==> src/rtl/regfile_driver.sv <==
// Initiator-side controller for a 2R/1W register file: queued writes, fixed-latency reads, pairwise scan.
// Build option: REGFILE_DRIVER_ZERO_GUARD_EN drops writes to register 0 at issue time.
module regfile_driver #(
   parameter int DATA_W   = 32,
   parameter int ADDR_W   = 5,
   parameter int NUM_REGS = 32,
   parameter int WQ_DEPTH = 4
) (
   input  logic              clk,
   input  logic              reset,
   input  logic              wr_req_valid,
   output logic              wr_req_ready,
   input  logic [ADDR_W-1:0] wr_req_addr,
   input  logic [DATA_W-1:0] wr_req_data,
   input  logic              rd_req_valid,
   output logic              rd_req_ready,
   input  logic [ADDR_W-1:0] rd_req_addr1,
   input  logic [ADDR_W-1:0] rd_req_addr2,
   output logic              rd_rsp_valid,
   output logic [ADDR_W-1:0] rd_rsp_addr1,
   output logic [ADDR_W-1:0] rd_rsp_addr2,
   output logic [DATA_W-1:0] rd_rsp_data1,
   output logic [DATA_W-1:0] rd_rsp_data2,
   input  logic              scan_start,
   output logic              scan_busy,
   output logic              scan_done,
   output logic [ADDR_W-1:0] rf_addr1,
   output logic [ADDR_W-1:0] rf_addr2,
   input  logic [DATA_W-1:0] rf_out1,
   input  logic [DATA_W-1:0] rf_out2,
   output logic [ADDR_W-1:0] rf_write_at_addr,
   output logic [DATA_W-1:0] rf_write_data,
   output logic              rf_write_enable
);

   localparam int PTR_W = $clog2(WQ_DEPTH);
   localparam int K_W   = (NUM_REGS > 2) ? $clog2(NUM_REGS / 2) : 1;
   localparam logic [K_W-1:0] K_LAST = K_W'(NUM_REGS / 2 - 1);

   typedef enum logic [1:0] {S_IDLE, S_DRAIN, S_SCAN, S_DONE} state_t;

   typedef struct packed {
      logic [ADDR_W-1:0] addr;
      logic [DATA_W-1:0] data;
   } wr_ent_t;

   state_t state, state_nxt;

   wr_ent_t          wq [WQ_DEPTH];
   wr_ent_t          head;
   logic [PTR_W-1:0] wr_ptr, rd_ptr;
   logic [PTR_W:0]   count;
   logic             full, empty, push, pop, issue_en, head_ok;

   logic [K_W-1:0]    k;
   logic              rd_fire;
   logic              a_vld;
   logic [ADDR_W-1:0] a_addr1, a_addr2;
   logic              addr_vld, addr_last, rsp_last;

   // ---------------- write queue ----------------
   assign full         = (count == (PTR_W+1)'(WQ_DEPTH));
   assign empty        = (count == '0);
   assign wr_req_ready = !full;
   assign push         = wr_req_valid && !full;
   // Writes that arrive once the scan has started stay queued until the FSM returns to idle.
   assign issue_en     = (state == S_IDLE) || (state == S_DRAIN);
   assign pop          = issue_en && !empty;
   assign head         = wq[rd_ptr];

`ifdef REGFILE_DRIVER_ZERO_GUARD_EN
   assign head_ok = (head.addr != '0);
`else
   assign head_ok = 1'b1;
`endif

   always_ff @(posedge clk) begin
      if (push) wq[wr_ptr] <= '{addr: wr_req_addr, data: wr_req_data};
   end

   always_ff @(posedge clk) begin
      if (reset) begin
         wr_ptr           <= '0;
         rd_ptr           <= '0;
         count            <= '0;
         rf_write_enable  <= 1'b0;
         rf_write_at_addr <= '0;
         rf_write_data    <= '0;
      end else begin
         if (push) wr_ptr <= wr_ptr + 1'b1;
         if (pop)  rd_ptr <= rd_ptr + 1'b1;
         count           <= count + {{PTR_W{1'b0}}, push} - {{PTR_W{1'b0}}, pop};
         rf_write_enable <= pop && head_ok;
         if (pop) begin
            rf_write_at_addr <= head.addr;
            rf_write_data    <= head.data;
         end
      end
   end

   // ---------------- read path ----------------
   // Nothing may be pending toward the file, so a read always sees every earlier write.
   assign rd_req_ready = (state == S_IDLE) && empty && !rf_write_enable;
   assign rd_fire      = rd_req_valid && rd_req_ready;

   always_ff @(posedge clk) begin
      if (reset) begin
         a_vld        <= 1'b0;
         a_addr1      <= '0;
         a_addr2      <= '0;
         addr_vld     <= 1'b0;
         addr_last    <= 1'b0;
         rf_addr1     <= '0;
         rf_addr2     <= '0;
         rd_rsp_valid <= 1'b0;
         rsp_last     <= 1'b0;
         rd_rsp_addr1 <= '0;
         rd_rsp_addr2 <= '0;
         rd_rsp_data1 <= '0;
         rd_rsp_data2 <= '0;
      end else begin
         a_vld <= rd_fire;
         if (rd_fire) begin
            a_addr1 <= rd_req_addr1;
            a_addr2 <= rd_req_addr2;
         end
         if (state == S_SCAN) begin
            rf_addr1  <= ADDR_W'({k, 1'b0});
            rf_addr2  <= ADDR_W'({k, 1'b1});
            addr_vld  <= 1'b1;
            addr_last <= (k == K_LAST);
         end else begin
            addr_vld  <= a_vld;
            addr_last <= 1'b0;
            if (a_vld) begin
               rf_addr1 <= a_addr1;
               rf_addr2 <= a_addr2;
            end
         end
         rd_rsp_valid <= addr_vld;
         rsp_last     <= addr_vld && addr_last;
         if (addr_vld) begin
            rd_rsp_addr1 <= rf_addr1;
            rd_rsp_addr2 <= rf_addr2;
            rd_rsp_data1 <= rf_out1;
            rd_rsp_data2 <= rf_out2;
         end
      end
   end

   // ---------------- scan FSM ----------------
   always_ff @(posedge clk) begin
      if (reset) begin
         state     <= S_IDLE;
         k         <= '0;
         scan_done <= 1'b0;
      end else begin
         state     <= state_nxt;
         scan_done <= (state == S_DONE) && rsp_last;
         if (state == S_SCAN) k <= k + 1'b1;
         else                 k <= '0;
      end
   end

   always_comb begin
      state_nxt = state;
      case (state)
         S_IDLE:  if (scan_start) state_nxt = S_DRAIN;
         S_DRAIN: if (empty && !rf_write_enable) state_nxt = S_SCAN;
         S_SCAN:  if (k == K_LAST) state_nxt = S_DONE;
         // Hold until the last pair's response is on the outputs so scan_done trails it by one cycle.
         S_DONE:  if (rsp_last) state_nxt = S_IDLE;
         default: state_nxt = S_IDLE;
      endcase
   end

   assign scan_busy = (state == S_DRAIN) || (state == S_SCAN);

endmodule

==> config.mk <==
export PLATFORM = sky130hd
export DESIGN_NAME = regfile_driver
export DESIGN_NICKNAME = d
export VERILOG_FILES = /design/src/rtl/regfile_driver.sv
export SDC_FILE = /design/constraint.sdc
export NUM_CORES = 1
export LEC_CHECK = 0
export ABC_AREA = 1
export BUFFER_PORTS_ARGS = -buffer_cell sky130_fd_sc_hd__buf_2
export CORE_AREA = 5 5 185 187
export DETAILED_ROUTE_END_ITERATION = 7
export DIE_AREA = 0 0 190 192
export SLEW_MARGIN = 25
export SYNTH_ARGS = -nofsm -noshare
export SYNTH_HDL_FRONTEND = slang
export SYNTH_SLANG_ARGS = --single-unit
==> constraint.sdc <==
create_clock -name clk -period 3.82 [get_ports clk]
set_input_delay 0.573 -clock clk [delete_from_list [all_inputs] [get_ports clk]]
set_output_delay 0.573 -clock clk [all_outputs]
set_load 0.01 [all_outputs]
* Word-level counts from Yosys, hierarchy flattened
Memory sizes are Yosys's and may differ from the RTL's. A register that Yosys moved wholly into a read port is not among the register bits.
Cells that the tools add are included.
** Storage, ports and cells
- Bits of input ports :: 116
- Memories kept :: 1
- Bits in read-only memories :: 0
- Register bits after elaboration :: 114
- Output and inout port bits :: 127
- Memory bits (writable) :: 148
- Bits in latches :: 0
- Logic and storage cells :: 68
** Memories
- wq :: depth 4, width 37, read ports 1, clocked after memory_dff 1, wr ports 1, RTL line 49 : wr_ent_t wq [WQ_DEPTH];
** Operators by class
- $lt $le $gt $ge :: 0
- $mul :: 0
- Shifts and indexed selects :: 0
- Div/mod/pow operators :: 0
- Reduce and logical (&&, ||, !) cells :: 19
- Bitwise logic cells :: 1
- $add $sub $neg :: 5
- Mux-type cells :: 12
- Eq/ne operators :: 9
** Operators with widths (number)
- $mux 5 :: 4
- $logic_and 1x1->1 :: 8
- $mux 2 :: 4
- $pmux 2 s4 :: 1
- $add 2x1->2 const B :: 2
- $add 4x1->4 const B :: 1
- $eq 2x2->1 const B :: 2
- $eq 4x4->1 const B :: 1
- $ne 2x1->1 const B :: 2
- $ne 2x2->1 const B :: 2
- $reduce_and 4->1 :: 1
- $reduce_or 2->1 :: 2
- $add 3x1->3 :: 1
- $eq 3x3->1 const B :: 1
- $logic_not 1->1 :: 3
- $logic_not 3->1 :: 1
- $mux 1 :: 3
- $sub 3x1->3 :: 1
- $eq 2x1->1 const B :: 1
- $logic_not 2->1 :: 1
- $logic_or 1x1->1 :: 2
- $reduce_bool 2->1 :: 1
- $not 1->1 :: 1

* Longest topological paths before layout
- Word-level depth :: 5
- Mapped depth :: 15
- Depth with buffers taken out :: 13

* Worst setup path before layout
No wires, ideal clock.
- Kind :: flip-flop to flip-flop
- Start :: register count[1]
- End :: memory wq[0][0] (netlist name), enable pin
- Cell stages (with the launch flop) :: 5
- Period minus slack after synthesis :: 2.761 ns
- Path slack :: 1.059 ns
- Arrival :: 2.330 ns
- Setup time :: 0.431 ns
- Path buffers :: 0
- Data required time :: 3.389 ns
- Path through :: dfxtp_1 nor2_2 nand2_1 nand2_1 nor2_1
** Between the ends
- Word-level cells in the longest chain between the ends :: 5
** Ends and longest elaborated chain
- start: declaration :: RTL line 52 : logic [PTR_W:0] count;
- start signal: assignment :: RTL line 92 : count <= count + {{PTR_W{1'b0}}, push} - {{PTR_W{1'b0}}, pop};
- $eq 3x3->1 :: RTL line 62 : assign full = (count == (PTR_W+1)'(WQ_DEPTH));
- $logic_not 1->1
- named net wr_req_ready :: RTL line 12 : output logic wr_req_ready,
- $logic_and 1x1->1 :: RTL line 65 : assign push = wr_req_valid && !full;
- $mux 1 :: RTL line 78 : if (push) wq[wr_ptr] <= '{addr: wr_req_addr, data: wr_req_data};
- $mux 1 (implied by the code) :: RTL line 78
- end: declaration :: RTL line 49
The timed path passes the listed nets, and every way through them passes these cells.

* Final worst setup path
- Start :: register state[0]
- End :: register count[2]
** Between the ends
- Word-level cells in the longest chain between the ends :: 4
- Elaborated cells between the ends (all ways) :: 5
** Ends and longest elaborated chain
- start: declaration :: RTL line 47 : state_t state, state_nxt;
- start signal: assignment :: RTL line 158 : state <= state_nxt;
- $eq 2x1->1 or $logic_not 2->1 (tied branches) :: RTL line 67 : assign issue_en = (state == S_IDLE) || (state == S_DRAIN);
- $logic_or 1x1->1 (*) :: RTL line 67
- $logic_and 1x1->1 (*) :: RTL line 68 : assign pop = issue_en && !empty;
- $sub 3x1->3 (*) :: RTL line 92
Every way passes the cells marked *; elsewhere a longest branch is shown, timed or not.
A chain may end at the register's enable or synchronous reset.

==> impl_metrics.sql <==
INSERT INTO impl_metrics (metric_group, metric, value, unit) VALUES
('route', 'routed_wirelength', '27400', 'um'),
('cts', 'clock_path_buffers', '3', ''),
('cts', 'number_of_buffers_added_for_setup_after_cts', '0', ''),
('power_and_ir_drop', 'powerDensity', '738', 'nW/um2'),
('cts', 'cts_hold_buf', '0', ''),
('power_and_ir_drop', 'lkg_pwr', '5.88', 'nW'),
('floorplanning', 'placement_rows', '66', ''),
('sta', 'report.final.slew_viol_count', '0', ''),
('sta', 'hold_viol_final', '0', ''),
('critical_path', 'cp_max_fo', '39', ''),
('sta', 'slew_headroom', '34.1', '%'),
('cells_and_area', 'nFillCells', '3148', ''),
('cts', 'cts_num_sinks', '299', ''),
('logic_synthesis', 'post_synth_inst_count', '1121', ''),
('critical_path', 'timing.critical_path.mode_cell', 'sky130_fd_sc_hd__inv_1', ''),
('cells_and_area', 'sequential_cell_area', '7470', 'um2'),
('cts', 'cts-root-buf', 'sky130_fd_sc_hd__clkbuf_16', ''),
('route', 'vias', '8325', ''),
('cells_and_area', 'layout.cells.most_common', 'sky130_fd_sc_hd__nor2_1', ''),
('critical_path', 'crit_family', 'adder cells', ''),
('global_route', 'antenna_found_initial', '5', ''),
('critical_path', 'cp.buffers_inverters', '5', ''),
('placed_design', 'port_buffers', '242', ''),
('cts', 'clk_pin_slew', '0.06', 'ns'),
('power_and_ir_drop', 'vdd_drop_max', '0.418', 'mV'),
('floorplanning', 'die_area', '36500', 'um2'),
('placed_design', 'gpl.final_weighted_congestion', '0.735', ''),
('logic_synthesis', 'synthesis.nets', '1249', ''),
('cells_and_area', 'final_core_utilization', '42.5', '%'),
('cts', 'post_cts.resized_instances', '0', ''),
('critical_path', 'critical_path.endpoint_type', 'flop', ''),
('global_route', 'grt_pass1_vias', '8096', ''),
('route', 'post_drt_via_cell_ratio', '4.60', ''),
('sta', 'clock.fmax', '0.381', 'GHz'),
('route', 'ant_nets', '0', ''),
('route', 'firstDrtPassIters', '4', ''),
('sta', 'grt_setup_unrepaired', 'no', ''),
('logic_synthesis', 'ys_types', '28', ''),
('run', 'maxCapViolations', '0', ''),
('status', 'status', 'complete, no violations', ''),
('sta', 'finalSetupViolCount', '0', ''),
('cts', 'latest_clock_arrival_within_the_worst_skew_pair', '0.56', 'ns'),
('cells_and_area', 'design.final.nets', '1471', ''),
('sta', 'post-route-period-util', '68.8', '%'),
('critical_path', 'cell_chain_of_the_critical_path', 'inv_1 > ha_1 > or2_1 > nand2_2 > inv_2 > ha_1 > inv_1 > ha_1 > inv_1 > fa_1 > inv_1 > o21ai_0 > a21oi_1', ''),
('sta', 'hold_slack', '0.228', 'ns'),
('logic_synthesis', 'avgSynthCellArea', '9.91', 'um2'),
('cts', 'cts_tree', 'built', ''),
('critical_path', 'critical_path_class', 'reg2reg', ''),
('sta', 'fin_setup_tns', '0', 'ns'),
('logic_synthesis', 'ys_seq_area_share', '67.2', '%'),
('critical_path', 'crit_path_top_delay_cell', 'sky130_fd_sc_hd__inv_2', ''),
('global_route', 'globalRouteTotalUtil', '14.4', '%'),
('placed_design', 'dp_hpwl', '18300', 'um'),
('cts', 'cts_htree_levels', '1', ''),
('floorplanning', 'placeable_core_region', '32300', 'um2'),
('route', 'detailedRoute.firstIterationViolations', '380', ''),
('route', 'wl_per_cell', '15.1', 'um'),
('power_and_ir_drop', 'design_power_total', '0.0101', 'W'),
('floorplanning', 'floorplan.initialDensity', '34.4', '%'),
('logic_synthesis', 'ys_seq_elements', '299', ''),
('critical_path', 'crit_path_max_incr_delay', '0.46', 'ns'),
('global_route', 'grt_first_pass_wirelength', '43200', 'um'),
('cts', 'cts_inserted_buffers', '31', ''),
('logic_synthesis', 'yosysWarnings', '0', ''),
('global_route', 'gr-total-overflow', '0', ''),
('route', 'drcViolationCount', '0', ''),
('worst_hold_path', 'holdCritPathClass', 'in2reg', ''),
('floorplanning', 'dieWidth', '190', 'um'),
('global_route', 'grt_max_degree', '101', ''),
('sta', 'worst-slew-pin-transition', '0.988', 'ns');
==> kinds of logic after synthesis <==
kind of cell	synth area share, %
DFF	67.2
adders and majority gates	1.42
muxes	0.0901
AOI/OAI and AO/OA	10.7
xor gates and xnor gates	0.158
buffers and inverters	4.33
and+or+nand+nor	16.1
==> synth_stat cells (all sizes together) <==
| library cell | number | area share, % |
|---|---|---|
| a21oi | 11 | 0.50 |
| or2 | 2 | 0.11 |
| fa | 1 | 0.18 |
| dfxtp | 151 | 27 |
| ha | 11 | 1.2 |
| inv | 43 | 1.5 |
| nand3 | 22 | 0.99 |
| edfxtp | 148 | 40 |
| nand2 | 55 | 1.9 |
| o21ai | 227 | 10 |
| buf | 32 | 1.7 |
| clkinv | 1 | 0.034 |
| nor4 | 1 | 0.056 |
| clkbuf | 34 | 1.2 |
| nor2 | 376 | 13 |
| nor3 | 2 | 0.19 |
| nand3b | 1 | 0.068 |
| mux2i | 1 | 0.090 |
| xnor2 | 2 | 0.16 |
==> layer usage <==
| metal | vias up | wire length (um) | track usage [%] |
|---|---|---|---|
| met1 | 3830 | 12200 | 18.8 |
| met2 | 259 | 12300 | 23.9 |
| li1 | 4172 | - | - |
| met5 | - | 71 | 0 |
| met3 | 54 | 2160 | 3.94 |
| met4 | 10 | 652 | 3.42 |
==> power by group <==
group          internal (W)  switching [W]  total, W  leakage (nW)
sequential          0.00403       0.000265   0.00429          2.59
clock               0.00167        0.00121   0.00288         0.477
combinational      0.000987        0.00199   0.00297          2.81
total               0.00668        0.00346    0.0101          5.88
==> cell type report <==
type	count	area share, %
clock buffers	43	6.12
clock inverters	15	0.966
inverters	44	1.21
multi-input cells	712	23.2
flip-flops and latches	299	54.4
well taps	442	4.03
repair buffers	255	10.1
==> metrics by stage <==
| step | setup slack, ns | cell area [um2] | cells |
|---|---|---|---|
| after CTS | 1.15 | 13700 | 1810 |
| after global placement | 1.23 | 12700 | 1749 |
| after detailed placement | 1.17 | 12800 | 1752 |
| after global routing | 0.954 | 13700 | 1810 |
| after floorplan | 1.06 | 11100 | 1121 |
| final | 1.19 | 13700 | 1810 |
==> worst paths after layout <==
check / from / end / slack, ns / depth (start not counted)
worst max-delay path: state[0] / count[2] / 1.19 / 13
worst min-delay path: wr_req_addr[4] / wq[3][36] / 0.23 / 1
worst max register to register: state[0] / count[2] / 1.19 / 13
worst min register to register: addr_last / rsp_last / 0.43 / 2
==> flip-flops by register name (all words and copies together) (netlist names), 32 cells and up <==
name,cells
rf_write_data,32
rd_rsp_data2,32
rd_rsp_data1,32
wq,148
Note: power is estimated with default switching activity, not from simulation.
